<file path="src/rtl/button_blip_if.sv">
// ============================================================================
//  Module      : button_blip_if
//  Description : Board-button bundle between the raw pushbuttons and the
//                button conditioning stage. Carries the three raw buttons in
//                and the conditioned blips and debounced levels out.
//  Modports    : master - button/board side (drives raw buttons)
//                slave  - conditioning stage (consumes buttons, drives blips)
//  Signals     : btnUp, btnDown, btnStart - raw, asynchronous, active-high
//                userUp, userDown, start  - single-cycle blips
//                btnLevel[2:0]            - debounced levels {start,down,up}
//  Revision    : 1.0 - initial release
// ============================================================================
`default_nettype none

interface button_blip_if;
    logic       btnUp;
    logic       btnDown;
    logic       btnStart;
    logic       userUp;
    logic       userDown;
    logic       start;
    logic [2:0] btnLevel;

    modport master (
        output btnUp, btnDown, btnStart,
        input  userUp, userDown, start, btnLevel
    );

    modport slave (
        input  btnUp, btnDown, btnStart,
        output userUp, userDown, start, btnLevel
    );
endinterface

`default_nettype wire

</file>
<file path="src/rtl/button_blip.sv">
// ============================================================================
//  Module      : button_blip
//  Description : Synchronizes, debounces and edge-detects the up, down and
//                start pushbuttons, producing single-cycle blips for the user
//                counter and the starter. Up and down blips that would fire
//                on the same cycle cancel each other; start is unaffected.
//  Ports       : Clk100M - system clock (only clock)
//                RstN    - asynchronous active-low reset
//                bus     - button_blip_if.slave (raw buttons in, blips and
//                          debounced levels out)
//  Parameters  : DEBOUNCE_CYCLES - stable cycles to accept press/release (>=2)
//                REPEAT_DELAY    - hold cycles before first auto-repeat blip
//                REPEAT_PERIOD   - cycles between further auto-repeat blips
//  Options     : BUTTON_REPEAT_EN - when defined, held up/down buttons
//                auto-repeat; when undefined exactly one blip per press.
//  Revision    : 1.0 - initial release
// ============================================================================
`default_nettype none

module button_blip #(
    parameter int DEBOUNCE_CYCLES = 1000000,
    parameter int REPEAT_DELAY    = 50000000,
    parameter int REPEAT_PERIOD   = 10000000
) (
    input  logic         Clk100M,
    input  logic         RstN,
    button_blip_if.slave bus
);

    localparam int                CNT_W    = $clog2(DEBOUNCE_CYCLES);
    localparam logic [CNT_W-1:0]  CNT_LAST = CNT_W'(DEBOUNCE_CYCLES - 1);

`ifdef BUTTON_REPEAT_EN
    localparam int REP_MAX = (REPEAT_DELAY > REPEAT_PERIOD) ? REPEAT_DELAY : REPEAT_PERIOD;
    localparam int REP_W   = $clog2(REP_MAX + 1);
`endif

    typedef enum logic [1:0] {
        ST_IDLE         = 2'd0,
        ST_PRESS_WAIT   = 2'd1,
        ST_PRESSED      = 2'd2,
        ST_RELEASE_WAIT = 2'd3
    } state_t;

    // Reject configurations the counters cannot represent.
    if (DEBOUNCE_CYCLES < 2 || REPEAT_DELAY < 1 || REPEAT_PERIOD < 1) begin : g_param_check
        $error("button_blip: illegal parameter value");
    end

    // Channel order everywhere: [0]=up, [1]=down, [2]=start.
    logic [2:0] w_raw;
    logic [2:0] r_sync1;
    logic [2:0] r_sync2;
    logic [2:0] w_cand;     // press accepted this cycle
    logic [2:0] w_rep;      // auto-repeat due this cycle
    logic [2:0] w_level;
    logic       r_user_up;
    logic       r_user_down;
    logic       r_start;

    assign w_raw = {bus.btnStart, bus.btnDown, bus.btnUp};

    // Two-flop synchronizer per raw button.
    always_ff @(posedge Clk100M or negedge RstN) begin
        if (!RstN) begin
            r_sync1 <= 3'b000;
            r_sync2 <= 3'b000;
        end else begin
            r_sync1 <= w_raw;
            r_sync2 <= r_sync1;
        end
    end

    for (genvar g = 0; g < 3; g++) begin : g_chan
        state_t           r_state;
        logic [CNT_W-1:0] r_cnt;
        logic             r_level;
        logic             w_s;

        assign w_s = r_sync2[g];

        // Debounce FSM: a press or release is accepted only after the
        // synchronized input has held its new value for the full window.
        always_ff @(posedge Clk100M or negedge RstN) begin
            if (!RstN) begin
                r_state <= ST_IDLE;
                r_cnt   <= '0;
                r_level <= 1'b0;
            end else begin
                case (r_state)
                    ST_IDLE: begin
                        if (w_s) begin
                            r_state <= ST_PRESS_WAIT;
                            r_cnt   <= '0;
                        end
                    end
                    ST_PRESS_WAIT: begin
                        if (!w_s) begin
                            r_state <= ST_IDLE;
                        end else if (r_cnt == CNT_LAST) begin
                            r_state <= ST_PRESSED;
                            r_level <= 1'b1;
                        end else begin
                            r_cnt <= r_cnt + 1'b1;
                        end
                    end
                    ST_PRESSED: begin
                        if (!w_s) begin
                            r_state <= ST_RELEASE_WAIT;
                            r_cnt   <= '0;
                        end
                    end
                    ST_RELEASE_WAIT: begin
                        if (w_s) begin
                            r_state <= ST_PRESSED;
                        end else if (r_cnt == CNT_LAST) begin
                            r_state <= ST_IDLE;
                            r_level <= 1'b0;
                        end else begin
                            r_cnt <= r_cnt + 1'b1;
                        end
                    end
                    default: begin
                        r_state <= ST_IDLE;
                        r_level <= 1'b0;
                    end
                endcase
            end
        end

        // Candidate is decoded on the accepting edge itself so the
        // registered blip appears together with the PRESSED state.
        assign w_cand[g]  = (r_state == ST_PRESS_WAIT) && w_s && (r_cnt == CNT_LAST);
        assign w_level[g] = r_level;

`ifdef BUTTON_REPEAT_EN
        if (g < 2) begin : g_rep
            logic [REP_W-1:0] r_rcnt;
            logic             r_first_done;
            logic             w_enter;
            logic             w_rep_hit;

            // Any entry into PRESSED (fresh press or recovered release
            // bounce) restarts the repeat schedule from the initial delay.
            assign w_enter   = w_cand[g] || ((r_state == ST_RELEASE_WAIT) && w_s);
            assign w_rep_hit = (r_state == ST_PRESSED) &&
                               (r_first_done ? (r_rcnt == REP_W'(REPEAT_PERIOD - 1))
                                             : (r_rcnt == REP_W'(REPEAT_DELAY - 1)));

            always_ff @(posedge Clk100M or negedge RstN) begin
                if (!RstN) begin
                    r_rcnt       <= '0;
                    r_first_done <= 1'b0;
                end else if (w_enter) begin
                    r_rcnt       <= '0;
                    r_first_done <= 1'b0;
                end else if (r_state == ST_PRESSED) begin
                    if (w_rep_hit) begin
                        r_rcnt       <= '0;
                        r_first_done <= 1'b1;
                    end else begin
                        r_rcnt <= r_rcnt + 1'b1;
                    end
                end
            end

            assign w_rep[g] = w_rep_hit;
        end else begin : g_norep
            assign w_rep[g] = 1'b0;
        end
`endif
    end

`ifndef BUTTON_REPEAT_EN
    assign w_rep = 3'b000;
`endif

    // Registered blips; simultaneous up and down requests cancel.
    always_ff @(posedge Clk100M or negedge RstN) begin
        if (!RstN) begin
            r_user_up   <= 1'b0;
            r_user_down <= 1'b0;
            r_start     <= 1'b0;
        end else begin
            r_user_up   <= (w_cand[0] | w_rep[0]) & ~(w_cand[1] | w_rep[1]);
            r_user_down <= (w_cand[1] | w_rep[1]) & ~(w_cand[0] | w_rep[0]);
            r_start     <= w_cand[2];
        end
    end

    assign bus.userUp   = r_user_up;
    assign bus.userDown = r_user_down;
    assign bus.start    = r_start;
    assign bus.btnLevel = w_level;

endmodule

`default_nettype wire

</file>
<file path="src/flat_wrapper.sv">
// flat-port wrapper written by rule: the top's interface ports become plain ports
module button_blip_flat 
#(
    parameter int DEBOUNCE_CYCLES = 1000000,
    parameter int REPEAT_DELAY    = 50000000,
    parameter int REPEAT_PERIOD   = 10000000
)
  (Clk100M, RstN, bus_btnUp, bus_btnDown, bus_btnStart, bus_userUp, bus_userDown, bus_start, bus_btnLevel);
  button_blip_if bus_i ();
  input  logic Clk100M;
  input  logic RstN;
  input wire logic [$bits(bus_i.btnUp)-1:0] bus_btnUp;
  input wire logic [$bits(bus_i.btnDown)-1:0] bus_btnDown;
  input wire logic [$bits(bus_i.btnStart)-1:0] bus_btnStart;
  output wire logic [$bits(bus_i.userUp)-1:0] bus_userUp;
  output wire logic [$bits(bus_i.userDown)-1:0] bus_userDown;
  output wire logic [$bits(bus_i.start)-1:0] bus_start;
  output wire logic [$bits(bus_i.btnLevel)-1:0] bus_btnLevel;
  assign bus_i.btnUp = bus_btnUp;
  assign bus_i.btnDown = bus_btnDown;
  assign bus_i.btnStart = bus_btnStart;
  assign bus_userUp = bus_i.userUp;
  assign bus_userDown = bus_i.userDown;
  assign bus_start = bus_i.start;
  assign bus_btnLevel = bus_i.btnLevel;
  button_blip #(.DEBOUNCE_CYCLES(DEBOUNCE_CYCLES), .REPEAT_DELAY(REPEAT_DELAY), .REPEAT_PERIOD(REPEAT_PERIOD)) u_core (.Clk100M(Clk100M), .RstN(RstN), .bus(bus_i));
endmodule
</file>
<file path="config.mk">
export PLATFORM = sky130hd
export DESIGN_NAME = button_blip_flat
export DESIGN_NICKNAME = d
export VERILOG_FILES = /design/src/rtl/button_blip_if.sv /design/src/rtl/button_blip.sv /design/src/flat_wrapper.sv
export SDC_FILE = /design/constraint.sdc
export NUM_CORES = 1
export LEC_CHECK = 0
export CORE_UTILIZATION = 35
export CTS_BUF_LIST = sky130_fd_sc_hd__clkbuf_16
export DETAILED_ROUTE_END_ITERATION = 6
export PLACE_DENSITY = 0.62
export SLEW_MARGIN = 20
export SYNTH_ARGS = -nofsm -noshare
export SYNTH_HDL_FRONTEND = slang
export SYNTH_SLANG_ARGS = --single-unit
</file>
<file path="constraint.sdc">
create_clock -name Clk100M -period 2.06 [get_ports Clk100M]
set_clock_uncertainty 0.05 [all_clocks]
set_input_delay 0.515 -clock Clk100M [delete_from_list [all_inputs] [get_ports Clk100M]]
set_output_delay 0.515 -clock Clk100M [all_outputs]
set_load 0.05 [all_outputs]
</file>
# --- Word-level counts from Yosys, hierarchy flattened ---
# Index checks and enable logic that the tools add are counted.
word_totals:
  reg_bits: 78
  in_bits: 5
  out_inout_bits: 6
  wordCells: 132
op_classes:
  addsub: 3
  n_eq_ne: 36
  mux: 54
  bitwise: 4
  reduce_logical: 21
op_table:
  columns: ["operator", "n"]
  rows:
  - ["two-way mux 20 bit", 15]
  - ["case mux 20 bit (4 select lines)", 3]
  - ["adder 20 x 1 -> 20 bit (second input constant)", 3]
  - ["== test 20 bit (second input constant)", 3]
  - ["two-way mux 2 bit", 18]
  - ["!= test 2 x 1 -> 1 bit (second input constant)", 12]
  - ["case mux 2 bit (4 select lines)", 3]
  - ["AND reduction 4 bit", 6]
  - ["AND reduction 5 bit", 3]
  - ["== test 2 bit (second input constant)", 6]
  - ["two-way mux 1 bit", 12]
  - ["!= test 2 bit (second input constant)", 6]
  - ["!= test 3 x 1 -> 1 bit (second input constant)", 3]
  - ["!= test 3 bit (second input constant)", 3]
  - ["== test 2 x 1 -> 1 bit (second input constant)", 3]
  - ["logical AND 1 bit", 6]
  - ["logical NOT 2 bit", 3]
  - ["case mux 1 bit (2 select lines)", 3]
  - ["nonzero test 2 bit", 3]
  - ["AND 1 bit", 2]
  - ["NOT 1 bit", 2]

# --- Longest topological paths before layout ---
# Gate-level depths: netlist (run 1).
logic_depth:
  ltp_word: 5
  mapped_depth: 7
  mapped_depth_nobuf: 6

# --- Worst setup path after synthesis (run 1) ---
# No wires, ideal clock.
synth_timing:
  path_type: "reg2reg"
  start: "reg u_core.g_chan[0].r_cnt[12]"
  end: "reg u_core.g_chan[0].r_cnt[0]"
  setup_ns: 0.125
  arrival_ns: 1.792
  required_time_ns: 1.885
  slack_ns: 0.092
  path_stages_with_launch: 6
  n_path_buf: 0
  synth_period_minus_slack_ns: 1.968
  cell_sequence: "dfrtp_1 -> or4b_4 -> nor4_4 -> a21o_4 -> inv_4 -> mux2_4"
synth_between:
  elab_chain_len: 4
  elab_cells_between_ends: 5
  cone_classes: "1 x eq/ne; 4 x mux"
synth_lines:
  columns: ["item", "line", "source"]
  rows:
  - ["start, declared", "button_blip.sv:76", "logic [CNT_W-1:0] r_cnt;"]
  - ["start signal, assigned", "button_blip.sv:104", "r_cnt <= r_cnt + 1'b1;"]
  - ["start signal, assigned", "button_blip.sv:120", "r_cnt <= r_cnt + 1'b1;"]
  - ["== test 20 bit *", "button_blip.sv:100, button_blip.sv:116", null]
  - ["two-way mux 20 bit *", null, null]
  - ["two-way mux 20 bit, on equally long branches", null, null]
  - ["case mux 20 bit (4 select lines) *", null, null]
# Mark *: on every way between the ends. The rest lies on a longest branch, timed or not. The select of a mux whose other input is x is not followed.
# A chain may end at the register's enable or synchronous reset.

# --- Worst setup path in the final report (run 1) ---
layout_timing:
  start: "reg u_core.g_chan[0].r_cnt[15]"
  end: "reg u_core.g_chan[0].r_cnt[16]"
layout_between:
  elab_chain_len: 4
  elab_cells_between_ends: 6
  cone_classes: "1 x add/sub; 1 x eq/ne; 4 x mux"
layout_lines:
  columns: ["item", "line", "source"]
  rows:
  - ["adder 20 x 1 -> 20 bit / == test 20 bit (equally long branches)", null, null]
  - ["two-way mux 20 bit *", "button_blip.sv:100, button_blip.sv:116", null]
  - ["two-way mux 20 bit, on equally long branches", "button_blip.sv:114, button_blip.sv:98", null]
  - ["case mux 20 bit (4 select lines) *", "button_blip.sv:90", "case (r_state)"]
# Marks and branches as above.

==> flow_metrics.env, run 1 <==
export IMPL_cp_start_kind="register"
export IMPL_dieArea_um2=13300
export IMPL_cts_max_level=3
export IMPL_synth_distinct_cells=70
export IMPL_async_flop_share=1.00
export IMPL_min_period_ns=2.02
export IMPL_power_total_uw=3650
export IMPL_period_share=0.979
export IMPL_outcome="finished, final reports clean"
export IMPL_clock_latency_ns=0.35
export IMPL_numCtsBuffers=9
export IMPL_drv_slew=0
export IMPL_drv_cap=0
export IMPL_ys_warn_count=0
export IMPL_grt_util_all_layers=0.182
export IMPL_portBuffers=10
export IMPL_die_w_um=115
export IMPL_worst_slew_pin_slew_ns=0.593
export IMPL_routabilityCongestion=0.848
export IMPL_ys_ff_latch=78
export IMPL_final_cell_mix="dfrtp_1 (78), buf_4 (59), nand2_1 (49), nand3_1 (37)"
export IMPL_slew_headroom=0.603
export IMPL_min_path_type="in2async"
export IMPL_netlist_area_um2=4480
export IMPL_dieHeight_um=115
export IMPL_grt_pass1_vias=3880
export IMPL_max_freq_mhz=496
export IMPL_syn_to_final_growth_pct=21.7
export IMPL_synthesis_nets=501
export IMPL_vdd_drop_max_mv=0.524
export IMPL_synth_main_ff_cell="dfrtp_1"
export IMPL_grt_pass1_wl_um=19000
export IMPL_setup_viol=0
export IMPL_crit_slowest_cell="or4b_4"
export IMPL_path_class="reg2reg"
export IMPL_n_antenna_cell=0
export IMPL_critPathCaptureType="register"
export IMPL_clk_path_buf_depth=2
export IMPL_hold_violations=0
export IMPL_cts_tree="yes"
export IMPL_p_leak_uw=0.00236
export IMPL_rows=40
export IMPL_synthCells=493
export IMPL_cp_max_fo=5
export IMPL_cp_cell_sequence="or4b_4 > nor4_4 > a21o_4 > inv_4 > buf_4 > o211ai_1"
export IMPL_synth_avg_cell_area_um2=9.08
export IMPL_cts_hold_buf=0
export IMPL_path_buf_inv=2
export IMPL_initial_core_util=0.365
export IMPL_antenna_found_initial=0
export IMPL_power_density_nw_per_um2=669
export IMPL_ys_seq_area_frac=0.436
export IMPL_drt_iter0_drc=233
export IMPL_drive_gt1_frac=0.181
export IMPL_drt_vias_per_instance=5.69
export IMPL_drtPass1Iterations=5
export IMPL_post_route_drc_count=0
export IMPL_max_stage_delay_ns=0.56
export IMPL_cp_arrival_ns=2.22
export IMPL_wirelength_um=11100
export IMPL_synth_edf_count=0
export IMPL_clock_sinks=78
export IMPL_fin_tns_setup_ns=0
export IMPL_drt_wirelength_per_cell_um=15.4
export IMPL_path_clk_slew_ns=0.06
export IMPL_vias=4071
export IMPL_ant_nets=0
export IMPL_cts_root_buf="clkbuf_16"
export IMPL_ios=11
export IMPL_fin_nets=551
export IMPL_grt_overflow=0
export IMPL_core_um2=12300
export IMPL_grt_start_max_net_pins=38
export IMPL_dp_hpwl_um=7690
export IMPL_mostFrequentLayoutCell="dfrtp_1"
export IMPL_critPathRequiredTime_ns=2.26
export IMPL_critical_path_top_delay_family="simple AND/OR/NAND/NOR gates"
## final cells by class
type | instances | area (um^2)
clock buffers | 9 | 225
clock inverters | 7 | 96.3
fillers | 1204 | 6810
inverters | 24 | 92.6
multi-input cells | 363 | 2320
flip-flops and latches | 78 | 1950
well taps | 168 | 210
repair buffers | 67 | 551
## layer usage
layer / global-route usage / up-vias / part of all wire
li1: - / 1960 / -
met1: 0.252 / 1977 / 0.47
met2: 0.285 / 123 / 0.46
met3: 0.0459 / 11 / 0.053
met4: 0.0468 / 0 / 0.011
met5: 0 / - / 0
## power by group
part	switching (uW)	leakage (uW)	internal, uW
Sequential	72.8	0.00106	1580
Clock	673	0.000160	1070
Combinational	154	0.00114	102
Total	900	0.00236	2750
## cells by family after synthesis
group                      share of synthesized area
muxes                                         0.0397
xor gates and xnor gates                      0.0134
and+or+nand+nor                                0.275
buffers and inverters                         0.0481
adders and majority gates                    0.00838
DFF                                            0.436
AOI/OAI and AO/OA                              0.180
## worst paths after layout
| kind | from | endpoint | slack [ns] | cells after the start |
|---|---|---|---|---|
| worst max-delay path | u_core.g_chan[0].r_cnt[15] | u_core.g_chan[0].r_cnt[16] | 0.04 | 6 |
| worst min-delay path | RstN | u_core.g_chan[0].r_cnt[5] | 0.05 | 1 |
| worst max register to register | u_core.g_chan[0].r_cnt[15] | u_core.g_chan[0].r_cnt[16] | 0.04 | 6 |
| worst min register to register | u_core.r_sync1[2] | u_core.r_sync2[2] | 0.30 | 0 |
| max in group asynchronous | RstN | u_core.g_chan[2].r_cnt[0] | 1.36 | 2 |
| min in group Clk100M | u_core.r_sync1[2] | u_core.r_sync2[2] | 0.30 | 0 |
## cell usage after synthesis, types with 2 or more instances
library cell  instances  area [um^2]
a31oi_1              10         62.6
o22ai_1               3         18.8
nor4_1                7         43.8
a31o_2                4         35.0
mux2i_1              14          140
clkbuf_1             22         82.6
nand2_1              49          184
nand4b_1              3         26.3
o21ai_0              22          110
and3_1               15         93.8
or4b_4                2         27.5
o211ai_1             11         82.6
buf_2                 2         10.0
nor2b_1               2         12.5
o2bb2ai_1             5         43.8
o31ai_1               4         30.0
a211oi_1              5         37.5
o41ai_1               3         26.3
xor2_1                2         17.5
a32o_1                2         20.0
inv_1                22         82.6
ha_1                  3         37.5
o2111a_1              2         22.5
buf_4                 4         30.0
mux2_2                2         22.5
nor2_1               26         97.6
nand3_1              37          185
a21oi_1              18         90.1
nand4_1              17          106
a221o_1               5         50.1
a311oi_1              2         17.5
dfrtp_1              78         1950
a21o_1                3         22.5
nor3_1               26          130
or4_4                 2         22.5
or4_1                 6         45.0
and4_1                6         52.6
xnor2_1               3         26.3
and2_1                7         43.8
or3_1                 5         31.3
o311a_1               2         20.0
nor4b_1               2         17.5
## sequential cells by signal (all words and copies together), names as in the netlist, named ones only
| register | count |
|---|---|
| u_core.bus.start | 1 |
| u_core.r_sync2 | 3 |
| u_core.g_chan.r_level | 3 |
| u_core.g_chan.r_state | 3 |
| u_core.r_sync1 | 3 |
| u_core.g_chan.r_cnt | 60 |
| u_core.bus.userDown | 1 |
| u_core.bus.userUp | 1 |
## through the flow
step,hold slack (ns),cells,utilization,setup WS [ns],cell area [um^2]
4_1_cts,0.0571,712,0.440,0.00149,5400
5_1_grt,0.0713,716,0.444,-0.0140,5450
3_5_place_dp,0.294,696,0.414,0.0380,5080
3_3_place_gp,0.283,696,0.414,0.0538,5080
2_1_floorplan,0.169,493,-,0.0924,4480
6_report,0.0482,716,0.444,0.0428,5450
## timing repair
item | CTS | global route
buffers inserted | 0 | 4
endpoints found under the setup margin | 0 | 16
resized for setup | 0 | 6
Power figures use the tool's default switching activity.
==> run 2, diff against run 1 <==
- SLEW_MARGIN: 20 -> not set
==> results of run 2 <==
No change in the layout: final DEF, timing and power equal those of run 1.
==> run 3, diff against run 2 <==
- CTS_CLUSTER_DIAMETER: not set -> 50
==> results of run 3 <==
No change in the layout: final DEF, timing and power equal those of run 1.
